`src/rtl/cache_bus_arbiter.sv`:
```
// ---------------------------------------------------------------------------
// cache_bus_arbiter
//
// Two-port round-robin arbiter between a pair of cache controllers and a
// single line-wide memory port. One line transaction (read or write-back)
// is in flight at a time. Every write-back broadcasts a one-cycle
// snoop-invalidate so the other cache can drop its stale copy.
//
// Optional feature (compile-time macro): BUS_TIMEOUT_EN
//   When defined, a watchdog counts MEM_WAIT cycles. If mem_ready has not
//   arrived after TIMEOUT_CYCLES cycles, the transaction is completed with
//   bus_error and resp_ready pulsing together. When undefined there is no
//   counter, bus_error is tied low and MEM_WAIT waits indefinitely.
//
// Parameters
//   ADDRESS_BITS   address width
//   WORDSIZE       bits per word
//   WORDSPERLINE   words per cache line (LW = WORDSPERLINE*WORDSIZE)
//   TIMEOUT_CYCLES watchdog limit in MEM_WAIT cycles (BUS_TIMEOUT_EN only)
//
// Ports
//   clock        in   rising-edge clock
//   reset        in   synchronous active-high reset
//   req_re       in   [1:0] per-port line read request
//   req_we       in   [1:0] per-port line write-back request
//   req_addr     in   [1:0] per-port request address
//   req_data     in   [1:0] per-port write-back line
//   granted      out  [1:0] per-port bus grant (one-hot or zero)
//   resp_ready   out  [1:0] one-cycle completion pulse to the granted port
//   resp_data    out  read line returned to the granted port
//   mem_addr     out  line-aligned memory address
//   mem_wdata    out  write line to memory
//   mem_re       out  memory read strobe
//   mem_we       out  memory write strobe
//   mem_rdata    in   memory read line
//   mem_ready    in   memory completion
//   snoop_addr   out  line-aligned write address broadcast
//   snoop_we     out  one-cycle snoop-invalidate pulse
//   bus_error    out  one-cycle timeout flag
// ---------------------------------------------------------------------------
module cache_bus_arbiter #(
    parameter int ADDRESS_BITS   = 32,
    parameter int WORDSIZE       = 32,
    parameter int WORDSPERLINE   = 2,
    parameter int TIMEOUT_CYCLES = 64
) (
    input  logic                                        clock,
    input  logic                                        reset,
    input  logic [1:0]                                  req_re,
    input  logic [1:0]                                  req_we,
    input  logic [1:0][ADDRESS_BITS-1:0]                req_addr,
    input  logic [1:0][WORDSPERLINE*WORDSIZE-1:0]       req_data,
    output logic [1:0]                                  granted,
    output logic [1:0]                                  resp_ready,
    output logic [WORDSPERLINE*WORDSIZE-1:0]            resp_data,
    output logic [ADDRESS_BITS-1:0]                     mem_addr,
    output logic [WORDSPERLINE*WORDSIZE-1:0]            mem_wdata,
    output logic                                        mem_re,
    output logic                                        mem_we,
    input  logic [WORDSPERLINE*WORDSIZE-1:0]            mem_rdata,
    input  logic                                        mem_ready,
    output logic [ADDRESS_BITS-1:0]                     snoop_addr,
    output logic                                        snoop_we,
    output logic                                        bus_error
);

    localparam int LW          = WORDSPERLINE * WORDSIZE;
    localparam int OFFSET_BITS = $clog2(LW / 8);
    // Clears the byte-offset-within-line bits of an address.
    localparam logic [ADDRESS_BITS-1:0] ALIGN_MASK =
        ~((ADDRESS_BITS'(1) << OFFSET_BITS) - ADDRESS_BITS'(1));

    // Elaboration-time sanity checks on the configuration.
    if (TIMEOUT_CYCLES < 1) begin : g_bad_timeout
        $error("cache_bus_arbiter: TIMEOUT_CYCLES must be at least 1");
    end
    if (LW < 8) begin : g_bad_line
        $error("cache_bus_arbiter: a line must be at least one byte wide");
    end

    typedef enum logic [1:0] {
        IDLE     = 2'd0,
        MEM_WAIT = 2'd1,
        RESP     = 2'd2
    } state_e;

    state_e                  state_q;
    logic                    rr_q;        // round-robin pointer: preferred port
    logic                    port_q;      // port that owns the current transaction
    logic                    is_write_q;  // latched operation of the current transaction
    logic [1:0]              granted_q;
    logic [1:0]              resp_ready_q;
    logic [LW-1:0]           resp_data_q;
    logic [ADDRESS_BITS-1:0] mem_addr_q;
    logic [LW-1:0]           mem_wdata_q;
    logic                    mem_re_q;
    logic                    mem_we_q;
    logic [ADDRESS_BITS-1:0] snoop_addr_q;
    logic                    snoop_we_q;

`ifdef BUS_TIMEOUT_EN
    localparam int CNT_W = $clog2(TIMEOUT_CYCLES + 1);
    logic [CNT_W-1:0] wait_cnt_q;
    logic             bus_error_q;
    logic             timeout_hit;
    assign timeout_hit = (wait_cnt_q == CNT_W'(TIMEOUT_CYCLES - 1));
`endif

    // Selection: the pointed-to port wins if it requests, otherwise the
    // other port (which must then be the only requester).
    logic [1:0]              req_any;
    logic                    sel_port;
    logic                    sel_write;
    logic [ADDRESS_BITS-1:0] sel_addr;

    // NOTE: every signal assigned in always_comb gets a default first so no
    // path leaves it unassigned and no latch is inferred.
    always_comb begin
        req_any   = req_re | req_we;
        sel_port  = req_any[rr_q] ? rr_q : ~rr_q;
        // A simultaneous read and write-back from one port is a write.
        sel_write = req_we[sel_port];
        sel_addr  = req_addr[sel_port] & ALIGN_MASK;
    end

    // NOTE: state and registered outputs use non-blocking assignments so
    // every register samples pre-edge values, independent of statement order.
    always_ff @(posedge clock) begin
        if (reset) begin
            state_q      <= IDLE;
            rr_q         <= 1'b0;
            port_q       <= 1'b0;
            is_write_q   <= 1'b0;
            granted_q    <= '0;
            resp_ready_q <= '0;
            resp_data_q  <= '0;
            mem_addr_q   <= '0;
            mem_wdata_q  <= '0;
            mem_re_q     <= 1'b0;
            mem_we_q     <= 1'b0;
            snoop_addr_q <= '0;
            snoop_we_q   <= 1'b0;
`ifdef BUS_TIMEOUT_EN
            wait_cnt_q   <= '0;
            bus_error_q  <= 1'b0;
`endif
        end else begin
            case (state_q)
                IDLE: begin
                    resp_ready_q <= '0;
                    if (|req_any) begin
                        state_q     <= MEM_WAIT;
                        port_q      <= sel_port;
                        is_write_q  <= sel_write;
                        granted_q   <= 2'b01 << sel_port;
                        mem_addr_q  <= sel_addr;
                        mem_wdata_q <= req_data[sel_port];
                        mem_re_q    <= ~sel_write;
                        mem_we_q    <= sel_write;
                        // Invalidate broadcast coincides with the first
                        // MEM_WAIT cycle of a write only.
                        snoop_we_q  <= sel_write;
                        if (sel_write) begin
                            snoop_addr_q <= sel_addr;
                        end
`ifdef BUS_TIMEOUT_EN
                        wait_cnt_q  <= '0;
`endif
                    end
                end

                MEM_WAIT: begin
                    snoop_we_q <= 1'b0;
                    if (mem_ready) begin
                        state_q      <= RESP;
                        mem_re_q     <= 1'b0;
                        mem_we_q     <= 1'b0;
                        resp_ready_q <= granted_q;
                        if (!is_write_q) begin
                            resp_data_q <= mem_rdata;
                        end
`ifdef BUS_TIMEOUT_EN
                    end else if (timeout_hit) begin
                        // Give up on memory: complete with an error and keep
                        // the previous resp_data.
                        state_q      <= RESP;
                        mem_re_q     <= 1'b0;
                        mem_we_q     <= 1'b0;
                        resp_ready_q <= granted_q;
                        bus_error_q  <= 1'b1;
                    end else begin
                        wait_cnt_q <= wait_cnt_q + CNT_W'(1);
`endif
                    end
                end

                RESP: begin
                    state_q      <= IDLE;
                    granted_q    <= '0;
                    resp_ready_q <= '0;
                    rr_q         <= ~port_q;
`ifdef BUS_TIMEOUT_EN
                    bus_error_q  <= 1'b0;
`endif
                end

                default: begin
                    state_q      <= IDLE;
                    granted_q    <= '0;
                    resp_ready_q <= '0;
                    mem_re_q     <= 1'b0;
                    mem_we_q     <= 1'b0;
                    snoop_we_q   <= 1'b0;
                end
            endcase
        end
    end

    assign granted    = granted_q;
    assign resp_ready = resp_ready_q;
    assign resp_data  = resp_data_q;
    assign mem_addr   = mem_addr_q;
    assign mem_wdata  = mem_wdata_q;
    assign mem_re     = mem_re_q;
    assign mem_we     = mem_we_q;
    assign snoop_addr = snoop_addr_q;
    assign snoop_we   = snoop_we_q;
`ifdef BUS_TIMEOUT_EN
    assign bus_error  = bus_error_q;
`else
    assign bus_error  = 1'b0;
`endif

endmodule

```
`config.mk`:
```
export PLATFORM = sky130hd
export DESIGN_NAME = cache_bus_arbiter
export DESIGN_NICKNAME = d
export VERILOG_FILES = /design/src/rtl/cache_bus_arbiter.sv
export SDC_FILE = /design/constraint.sdc
export NUM_CORES = 1
export LEC_CHECK = 0
export BUFFER_PORTS_ARGS = -buffer_cell sky130_fd_sc_hd__buf_4
export CAP_MARGIN = 20
export CORE_AREA = 3 3 181 183
export CTS_CLUSTER_SIZE = 40
export DETAILED_ROUTE_END_ITERATION = 8
export DIE_AREA = 0 0 184 186
export PLACE_DENSITY_LB_ADDON = 0.12
export SETUP_SLACK_MARGIN = 0.02
export SYNTH_ARGS = -nofsm -noshare
export SYNTH_HDL_FRONTEND = slang
export SYNTH_SLANG_ARGS = --single-unit
```
`constraint.sdc`:
```
create_clock -name clock -period 2.05 [get_ports clock]
set_input_delay 0.41 -clock clock [delete_from_list [all_inputs] [get_ports clock]]
set_output_delay 0.41 -clock clock [all_outputs]
set_load 0.005 [all_outputs]
```
==> insert_results.sql, run 1 <==
INSERT INTO impl_metrics (metric_group, metric, value, unit) VALUES
('floorplanning', 'die_y', '186', 'um'),
('setup_path', 'worst_ep_arrival_time', '2.08', 'ns'),
('outcome', 'run_status', 'finished, final reports clean', ''),
('finish', 'multi_input_area', '4177', 'um^2'),
('global_routing', 'antenna_found_initial', '2', ''),
('clocking', 'numClockSinks', '198', ''),
('floorplanning', 'initial_util', '27.69', '%'),
('placement', 'post_dp_cell_area', '12550', 'um^2'),
('route', 'ant_nets', '0', ''),
('route', 'route.final.wire_length', '34.18', 'mm'),
('clocking', 'tritoncts', 'yes', ''),
('synthesis', 'synth_async_sr_flop_share', '0', '%'),
('floorplanning', 'dieArea', '34220', 'um^2'),
('setup_path', 'timing.reg2reg.worst_path_depth', '5', ''),
('clocking', 'postCtsResizedCells', '0', ''),
('synthesis', 'synth_largest_area_cell', 'dfxtp_1', ''),
('route', 'vias_per_cell', '4.861', ''),
('power', 'max-vdd-ir-drop', '0.5486', 'mV'),
('timing', 'skew', '0.01591', 'ns'),
('clocking', 'clock_tree.htree_level_count', '4', ''),
('timing', 'hold_viol', '0', ''),
('global_routing', 'grt_first_pass_wirelength', '50.96', 'mm'),
('setup_path', 'timing.critical_path.buf_inv', '1', ''),
('floorplanning', 'std_cell_rows', '65', ''),
('finish', 'finalInstanceArea', '13190', 'um^2'),
('setup_path', 'timing.critical_path.slowest_stage_cell', 'or3b_4', ''),
('min_path', 'min-delay-path-class', 'input port to register', ''),
('synthesis', 'synth_flop_cell', 'dfxtp_1', ''),
('finish', 'most_used_cells_in_the_layout_excluding_fill_and_tap_cells', '468 x buf_4, 225 x nand2_1, 198 x dfxtp_1, 121 x a21oi_1, 71 x nor2_1', ''),
('finish', 'mostFrequentLayoutCell', 'buf_4', ''),
('timing', 'worst_pin_slew', '0.5922', 'ns'),
('placement', 'finalWeightedCongestion', '0.8208', ''),
('route', 'drt_iter0_markers', '380', ''),
('timing', 'rsz0062_at_grt', 'no', ''),
('clocking', 'cts-root-buf', 'clkbuf_16', ''),
('setup_path', 'critical_path_cell_count', '5', ''),
('clocking', 'clock_latency_on_the_worst_skew_pair', '0.44', 'ns'),
('setup_path', 'timing.critical_path.slowest_cell_delay', '0.46', 'ns'),
('finish', 'final_cell_count_no_fill', '1853', ''),
('synthesis', 'seq_total_area_yosys', '45.60', '%'),
('clocking', 'post_cts_buffers', '0', ''),
('timing', 'timing_max_transition_violations_final', '0', ''),
('setup_path', 'critPathMaxFanout', '34', ''),
('timing', 'finalCritPeriodShare', '85.99', '%'),
('route', 'post_drt_wl_per_cell', '18.45', 'um'),
('timing', 'final-setup-viol-count', '0', ''),
('placement', 'dp_hpwl', '25.02', 'mm'),
('synthesis', 'ys_ff_latch', '198', ''),
('floorplanning', 'fp.coreArea', '31390', 'um^2'),
('global_routing', 'grt.busiest_layer', 'met2', ''),
('clocking', 'ctsHoldBuffers', '0', ''),
('clocking', 'path_clk_slew', '0.07', 'ns'),
('job', 'drv.max_cap_violation_count', '0', ''),
('clocking', 'cts_buffer_depth', '2', ''),
('finish', 'ff_latch_area', '3964', 'um^2'),
('global_routing', 'routing_usage_on_met1', '22.47', '%'),
('global_routing', 'grt_start_max_net_pins', '65', ''),
('setup_path', 'crit_type', 'register to register', ''),
('synthesis', 'synth_cell_types', '41', ''),
('timing', 'setup-tns-final', '0', 'ns'),
('synthesis', 'number_of_enable_flip_flop_cells_after_synthesis', '0', ''),
('synthesis', 'syn_area_per_cell', '8.391', 'um^2'),
('timing', 'max_freq', '567.3', 'MHz'),
('setup_path', 'regToRegSetupSlack', '0.29', 'ns'),
('power', 'p_leak', '5.776', 'nW'),
('floorplanning', 'die_w', '184', 'um'),
('setup_path', 'reg2reg_to', 'snoop_addr[27]', ''),
('finish', 'area_growth_syn_to_layout', '51.70', '%'),
('synthesis', 'syn-instance-count', '1036', ''),
('global_routing', 'grt_use_met2', '32.26', '%'),
('setup_path', 'critical_path.startpoint_type', 'register', '');
[how the worst min path moves through the flow]
stage                    end  cells past startpoint          start
2_1_floorplan     is_write_q                      2     is_write_q
4_1_cts         resp_data[8]                      3   mem_rdata[8]
3_3_place_gp   resp_data[12]                      2  resp_data[12]
3_5_place_dp   resp_data[42]                      2  resp_data[42]
6_report       resp_data[62]                      3  mem_rdata[62]
5_1_grt        resp_data[51]                      3  mem_rdata[51]
[worst reg2reg max path, delay by kind of cell (launching register included)]
family | cells | cell delay, ns
and+or+nand+nor | 2 | 0.75
DFF | 1 | 0.39
buffers and inverters | 1 | 0.30
AOI/OAI and AO/OA | 2 | 0.22
[logic make-up after synthesis]
logic type	count (synthesis)	synth area share, %
muxes	4	0.4606
and+or+nand+nor	403	20.11
other	1	0.04314
DFF	198	45.60
AOI/OAI and AO/OA	316	26.86
buffers and inverters	114	6.937
[per-layer routing]
metal,vias to the layer above,part of all wire [%],wire (um)
met2,306,49,16740
met1,4249,40,13770
met3,37,8.2,2814
met5,-,0,0
li1,4415,-,-
met4,0,2.5,853
[synthesized netlist by cell type (2+ instances only)]
master and count:
nand2_1 225, dfxtp_1 198, a21oi_1 121, nor2_1 71, nand3_1 66, clkbuf_1 49, a311oi_1 37, o21ai_0 31
o21ai_1 30, buf_2 29, a311oi_2 27, and3_1 26, a21boi_1 21, o211ai_2 16, buf_4 13, o211ai_1 13
buf_1 10, buf_6 10, a21boi_4 6, a21oi_2 6, and3_4 4, mux2i_1 4, a21boi_0 3, nor3_1 2
or3_1 2
[final cells by class]
type                            instances  share of cell area [%]
Tap cell                              402                   3.814
Sequential cell                       198                   30.06
Timing Repair Buffer                  488                   29.61
Clock inverter                         12                   1.319
Multi-Input combinational cell        730                   31.67
Clock buffer                           20                   3.463
Inverter                                1                 0.02846
Antenna cell                            2                 0.03795
[per-stage QoR]
step | setup WS, ns | hold slack (ns) | utilization [%] | total power [mW]
after global routing | 0.1600 | 0.1908 | 42.01 | 11.00
after detailed placement | 0.1327 | 0.4469 | 39.98 | 6.894
final | 0.2872 | 0.2214 | 42.01 | 10.43
after CTS | 0.2669 | 0.1846 | 41.99 | 10.61
after floorplan | 0.3845 | 0.4396 | - | 5.566
after global placement | 0.1342 | 0.4431 | 39.98 | 6.874
[registers in the layout, summed over array words and instances (netlist names), 2 cells and up]
register	flops
granted	2
mem_wdata	64
snoop_addr	29
resp_ready	2
state_q	2
resp_data	64
mem_addr	29
[power by group]
part | leakage, nW | internal [mW] | switching, mW | total [mW]
Combinational | 3.84 | 1.24 | 1.15 | 2.40
Sequential | 1.63 | 4.18 | 0.187 | 4.37
Clock | 0.311 | 2.11 | 1.55 | 3.67
(Power assumes the default switching activity.)
==> inputs of run 2 (changes only) <==
Settings changed: CORE_AREA 3 3 181 183 to 5 5 177 179, DIE_AREA 0 0 184 186 to 0 0 182 184.
==> run 2 against run 1 <==
Sequential power barely moved. Hold slack got worse by 0.0091 ns. Critical path depth did not move. Fmax fell by 1.6%. Power fell by 4.0%. Core utilization rose by 2.4 points.
==> insert_results.sql, run 2 (synthesis gave the netlist of run 1 again) <==
INSERT INTO impl_metrics (metric_group, metric, value, unit) VALUES
('setup_path', 'end_kind', 'register', ''),
('power', 'power.density', '766.7', 'nW/um^2'),
('floorplanning', 'initial_util', '29.57', '%'),
('clocking', 'tritoncts', 'yes', ''),
('power', 'max-vdd-ir-drop', '0.4033', 'mV'),
('global_routing', 'antenna_found_initial', '1', ''),
('placement', 'finalWeightedCongestion', '0.8598', ''),
('global_routing', 'grt_first_pass_wirelength', '51.44', 'mm'),
('placement', 'dp_hpwl', '24.58', 'mm'),
('floorplanning', 'dieArea', '33490', 'um^2'),
('global_routing', 'grt_pass1_vias', '8711', ''),
('clocking', 'cts_buffer_depth', '2', ''),
('finish', 'area_growth_syn_to_layout', '50.27', '%'),
('finish', 'mostFrequentLayoutCell', 'buf_4', ''),
('clocking', 'path_clk_slew', '0.09', 'ns'),
('finish', 'layout.filler_cells', '2984', ''),
('clocking', 'postCtsResizedCells', '0', ''),
('global_routing', 'grtUsageTotal', '19.16', '%'),
('finish', 'fraction_of_layout_cells_with_a_size_suffix_above_1', '40.29', '%'),
('global_routing', 'grt_start_max_net_pins', '85', ''),
('floorplanning', 'die_w', '182', 'um'),
('setup_path', 'crit_type', 'register to register', ''),
('route', 'detail_route.first_pass.iterations', '7', ''),
('clocking', 'numClockSinks', '198', ''),
('route', 'route.final.wire_length', '33.77', 'mm'),
('timing', 'finalCritPeriodShare', '87.39', '%'),
('setup_path', 'worst_ep_arrival_time', '2.09', 'ns'),
('finish', 'finalInstanceArea', '13060', 'um^2'),
('clocking', 'clock_latency_on_the_worst_skew_pair', '0.44', 'ns'),
('setup_path', 'worstPathRequired', '2.34', 'ns'),
('outcome', 'run_status', 'finished, final reports clean', ''),
('floorplanning', 'pin_count', '463', ''),
('clocking', 'clock_tree.htree_level_count', '4', ''),
('placement', 'post_dp_cell_area', '12510', 'um^2'),
('finish', 'num-nets-final', '1694', ''),
('finish', 'most_used_cells_in_the_layout_excluding_fill_and_tap_cells', '462 x buf_4, 225 x nand2_1, 198 x dfxtp_1, 121 x a21oi_1, 71 x nor2_1', ''),
('job', 'drv.max_cap_violation_count', '0', ''),
('route', 'post_drt_wl_per_cell', '18.43', 'um'),
('floorplanning', 'die_y', '184', 'um'),
('timing', 'timing_max_transition_violations_final', '0', ''),
('timing', 'skew', '0.01813', 'ns'),
('route', 'num_vias', '8868', ''),
('route', 'drt_iter0_markers', '372', ''),
('clocking', 'post_cts_buffers', '0', ''),
('timing', 'max_freq', '558.2', 'MHz'),
('setup_path', 'critPathMaxFanout', '57', ''),
('floorplanning', 'fp.coreArea', '29400', 'um^2'),
('clocking', 'cts-root-buf', 'clkbuf_16', ''),
('global_routing', 'globalRoute.totalOverflow', '0', ''),
('floorplanning', 'std_cell_rows', '63', ''),
('clocking', 'cts_buf_count', '17', ''),
('power', 'p_leak', '5.716', 'nW'),
('min_path', 'min-delay-path-class', 'input port to register', ''),
('placement', 'port-buffer-count', '449', ''),
('setup_path', 'critical_path.startpoint_type', 'register', ''),
('timing', 'final-setup-viol-count', '0', ''),
('timing', 'hold_viol', '0', ''),
('route', 'drcViolationCount', '0', ''),
('clocking', 'ctsHoldBuffers', '0', ''),
('timing', 'rsz0062_at_grt', 'no', ''),
('timing', 'setup-tns-final', '0', 'ns'),
('timing', 'layout_min_cycle_time', '1.792', 'ns'),
('route', 'ant_nets', '0', ''),
('route', 'vias_per_cell', '4.838', ''),
('timing', 'worst_hold_slack', '0.2123', 'ns');
## run 2: cell types whose count changed in the layout (fill, tap and decap cells not counted)
| cell | previous run | this run |
|---|---|---|
| clkbuf_8 | 2 | 1 |
| clkinvlp_4 | 1 | 2 |
| clkinv_4 | 1 | 2 |
| buf_12 | 19 | 20 |
| diode_2 | 2 | 1 |
| bufinv_16 | 4 | 0 |
| clkinv_2 | 4 | 0 |
| inv_6 | 2 | 5 |
| buf_4 | 468 | 462 |
| clkbuf_1 | 1 | 0 |
| inv_8 | 0 | 3 |
## run 2: critical path, stage by stage, from the launching register on
cell and delay, ns:
dfxtp_1 0.41, or3b_4 0.50, buf_12 0.21, and3_1 0.23
o211ai_1 0.16, a21oi_1 0.08
## run 2: metal layers
layer / GRT usage (%) / routed length (um) / up-vias
li1: - / - / 4402
met1: 22.91 / 13550 / 4089
met2: 32.82 / 16570 / 335
met3: 6.411 / 2872 / 42
met4: 5.674 / 787 / 0
met5: 0 / 0 / -
## run 2: worst paths after layout
| kind | from | to | slack (ns) | cells past startpoint |
|---|---|---|---|---|
| min reg2reg | resp_data[1] | resp_data[1] | 0.45 | 2 |
| max | rr_q | snoop_addr[24] | 0.26 | 5 |
| max reg2reg | rr_q | snoop_addr[24] | 0.26 | 5 |
| min | mem_rdata[25] | resp_data[25] | 0.21 | 3 |
## run 2: power by group
part           switching, mW  leakage (nW)  internal, mW
logic                   1.15          3.82          1.23
registers              0.179          1.63          4.18
clock network           1.64         0.266          1.63
## run 2: final cells by class
class | instances | area, um^2 | area share [%]
inverter | 1 | 3.754 | 0.02873
timing repair buffer | 483 | 3880 | 29.70
clock buffer | 18 | 439.2 | 3.362
multi-input combinational | 730 | 4177 | 31.97
tap | 390 | 488.0 | 3.735
sequential | 198 | 3964 | 30.34
antenna | 1 | 2.502 | 0.01916
clock inverter | 12 | 110.1 | 0.8428
## run 2: metrics by stage
step           cells  util, %  setup slack [ns]  power (mW)
3_5_place_dp    1802    42.56            0.1537       6.876
4_1_cts         1832    44.42            0.2838       10.18
5_1_grt         1833    44.43            0.1842       10.56
6_report        1833    44.43            0.2585       10.02
3_3_place_gp    1802    42.56            0.1585       6.857
2_1_floorplan   1042        -            0.3845       5.566
==> inputs of run 3 (changes only) <==
Settings changed: ABC_AREA set to 1, SLEW_MARGIN set to 10.
==> run 3 against run 2 <==
Clock power increased by 8.9%. Sequential power rose by 0.9%. First-iteration DRC count grew 38%. Clock skew is 0.0037 ns lower.
==> insert_results.sql, run 3 <==
INSERT INTO impl_metrics (metric_group, metric, value, unit) VALUES
('finish', 'fraction_of_layout_cells_with_a_size_suffix_above_1', '29.80', '%'),
('timing', 'slew-limit-headroom', '46.76', '%'),
('job', 'drv.max_cap_violation_count', '0', ''),
('route', 'drcViolationCount', '0', ''),
('placement', 'port-buffer-count', '449', ''),
('timing', 'layout_min_cycle_time', '1.534', 'ns'),
('timing', 'timing_max_transition_violations_final', '0', ''),
('setup_path', 'worst_ep_arrival_time', '1.86', 'ns'),
('timing', 'rsz0062_at_grt', 'no', ''),
('clocking', 'numClockSinks', '198', ''),
('synthesis', 'ys_top_cells_by_area', 'dfxtp_1 46%, nand2_1 20%, nor2_1 7.0%', ''),
('route', 'detail_route.first_pass.iterations', '5', ''),
('timing', 'final-setup-viol-count', '0', ''),
('finish', 'area_growth_syn_to_layout', '50.09', '%'),
('timing', 'max_freq', '652.1', 'MHz'),
('synthesis', 'number_of_enable_flip_flop_cells_after_synthesis', '0', ''),
('timing', 'setup-tns-final', '0', 'ns'),
('synthesis', 'synth_area', '8631', 'um^2'),
('synthesis', 'synth-warning-count', '0', ''),
('timing', 'finalCritPeriodShare', '74.81', '%'),
('route', 'post_drt_wl_per_cell', '15.20', 'um'),
('clocking', 'path_clk_slew', '0.09', 'ns'),
('global_routing', 'antenna_found_initial', '0', ''),
('clocking', 'post_cts_buffers', '0', ''),
('clocking', 'clock_tree.htree_level_count', '4', ''),
('setup_path', 'critPathMaxFanout', '55', ''),
('finish', 'layout.filler_cells', '3107', ''),
('route', 'num_vias', '9353', ''),
('finish', 'finalInstanceArea', '12950', 'um^2'),
('clocking', 'ctsHoldBuffers', '0', ''),
('clocking', 'cts_buffer_depth', '2', ''),
('route', 'drt_iter0_markers', '512', ''),
('synthesis', 'synth_largest_area_cell', 'dfxtp_1', ''),
('outcome', 'run_status', 'finished, final reports clean', ''),
('finish', 'num_antenna_cells', '0', ''),
('floorplanning', 'die_w', '182', 'um'),
('clocking', 'postCtsResizedCells', '0', ''),
('clocking', 'clock_latency_on_the_worst_skew_pair', '0.44', 'ns'),
('global_routing', 'grt_start_max_net_pins', '125', ''),
('synthesis', 'synth_largest_type_area_fraction', '45.93', '%'),
('timing', 'skew', '0.01447', 'ns'),
('setup_path', 'critical_path.startpoint_type', 'register', ''),
('global_routing', 'grtUsageTotal', '18.02', '%'),
('clocking', 'cts-root-buf', 'clkbuf_16', ''),
('synthesis', 'ys_top_cells_by_count', '462 x nand2_1, 198 x dfxtp_1, 161 x nor2_1', ''),
('placement', 'finalWeightedCongestion', '0.8592', ''),
('min_path', 'min-delay-path-class', 'input port to register', ''),
('timing', 'hold_viol', '0', ''),
('synthesis', 'ys_ff_latch', '198', ''),
('floorplanning', 'fp.coreArea', '29400', 'um^2'),
('timing', 'worst_pin_slew', '0.7986', 'ns'),
('floorplanning', 'pin_count', '463', ''),
('global_routing', 'grt_pass1_vias', '8937', ''),
('route', 'route.final.wire_length', '32.05', 'mm'),
('floorplanning', 'die_y', '184', 'um'),
('route', 'ant_nets', '0', ''),
('synthesis', 'synth_async_sr_flop_share', '0', '%'),
('clocking', 'tritoncts', 'yes', ''),
('setup_path', 'crit_type', 'register to register', ''),
('setup_path', 'end_kind', 'register', ''),
('finish', 'most_used_cells_in_the_layout_excluding_fill_and_tap_cells', '459 x nand2_1, 459 x buf_4, 198 x dfxtp_1, 161 x nor2_1, 105 x a21oi_1', ''),
('synthesis', 'syn-instance-count', '1310', ''),
('placement', 'post_dp_cell_area', '12320', 'um^2'),
('setup_path', 'worstPathRequired', '2.37', 'ns'),
('global_routing', 'grt_first_pass_wirelength', '48.82', 'mm'),
('power', 'power.density', '802.4', 'nW/um^2'),
('placement', 'dp_hpwl', '23.53', 'mm'),
('synthesis', 'seq_total_area_yosys', '45.93', '%'),
('floorplanning', 'initial_util', '29.35', '%'),
('floorplanning', 'dieArea', '33490', 'um^2'),
('synthesis', 'most_frequent_cell_after_synthesis', 'nand2_1', ''),
('finish', 'num-nets-final', '1968', ''),
('global_routing', 'globalRoute.totalOverflow', '0', ''),
('floorplanning', 'std_cell_rows', '63', ''),
('power', 'p_leak', '6.708', 'nW'),
('synthesis', 'synth_flop_cell', 'dfxtp_1', ''),
('synthesis', 'syn_area_per_cell', '6.588', 'um^2'),
('power', 'max-vdd-ir-drop', '0.5446', 'mV'),
('synthesis', 'synth_cell_types', '17', ''),
('clocking', 'cts_buf_count', '17', ''),
('route', 'vias_per_cell', '4.437', '');
[run 3: cell families (layout without fill, tap and decap cells)]
group                  after synthesis  in the layout  share of synthesized area, %
AO/OA/AOI/OAI                      201            201                         11.70
buffers and inverters              193            595                         9.742
AND/OR/NAND/NOR                    717            717                         32.59
other                                1              7                       0.04345
flip-flops                         198            198                         45.93
[run 3: worst paths after layout]
kind / startpoint / end / slack, ns / depth (start not counted)
setup / recovery: state_q[1] / snoop_addr[21] / 0.52 / 7
hold / removal: mem_rdata[12] / resp_data[12] / 0.22 / 3
setup reg to reg: state_q[1] / snoop_addr[21] / 0.52 / 7
hold reg to reg: mem_wdata[16] / mem_wdata[16] / 0.47 / 2
[run 3: per-layer routing]
metal,track usage [%],vias to the layer above,wire length [um]
li1,-,4848,-
met1,20.90,4141,12800
met3,7.499,41,3190
met5,0,-,0
met2,30.56,323,15260
met4,5.404,0,794
[run 3: critical path, cell delays in order (launching register included)]
cell     delay, ns
dfxtp_1       0.34
nor2_1        0.24
nand2_4       0.11
inv_4         0.18
buf_12        0.27
nand3_1       0.14
nand2_1       0.09
nor2_1        0.04
[run 3: where the power goes]
| part | internal [mW] | switching (mW) | leakage, nW |
|---|---|---|---|
| clock | 1.79 | 1.77 | 0.308 |
| combinational | 1.19 | 1.24 | 4.77 |
| sequential | 4.21 | 0.191 | 1.63 |
| total | 7.20 | 3.20 | 6.71 |
[run 3: layout make-up]
class	count	area [um^2]	area share (%)
clock buffers	17	425.4	3.284
clock inverters	15	209.0	1.613
inverters	94	356.6	2.753
multi-input cells	925	3865	29.84
flip-flops and latches	198	3964	30.60
well taps	390	488.0	3.767
repair buffers	469	3646	28.15
[run 3: per-stage QoR]
| step | util, % | setup slack [ns] | cells | hold slack [ns] | total power, mW |
|---|---|---|---|---|---|
| detailed placement | 41.90 | 0.3477 | 2076 | 0.4557 | 6.975 |
| global placement | 41.90 | 0.3386 | 2076 | 0.4516 | 6.952 |
| CTS | 44.06 | 0.4911 | 2108 | 0.1940 | 10.58 |
| finish | 44.06 | 0.5164 | 2108 | 0.2178 | 10.39 |
| global route | 44.06 | 0.3656 | 2108 | 0.1922 | 11.04 |
| floorplan | - | 0.6225 | 1316 | 0.4445 | 5.630 |
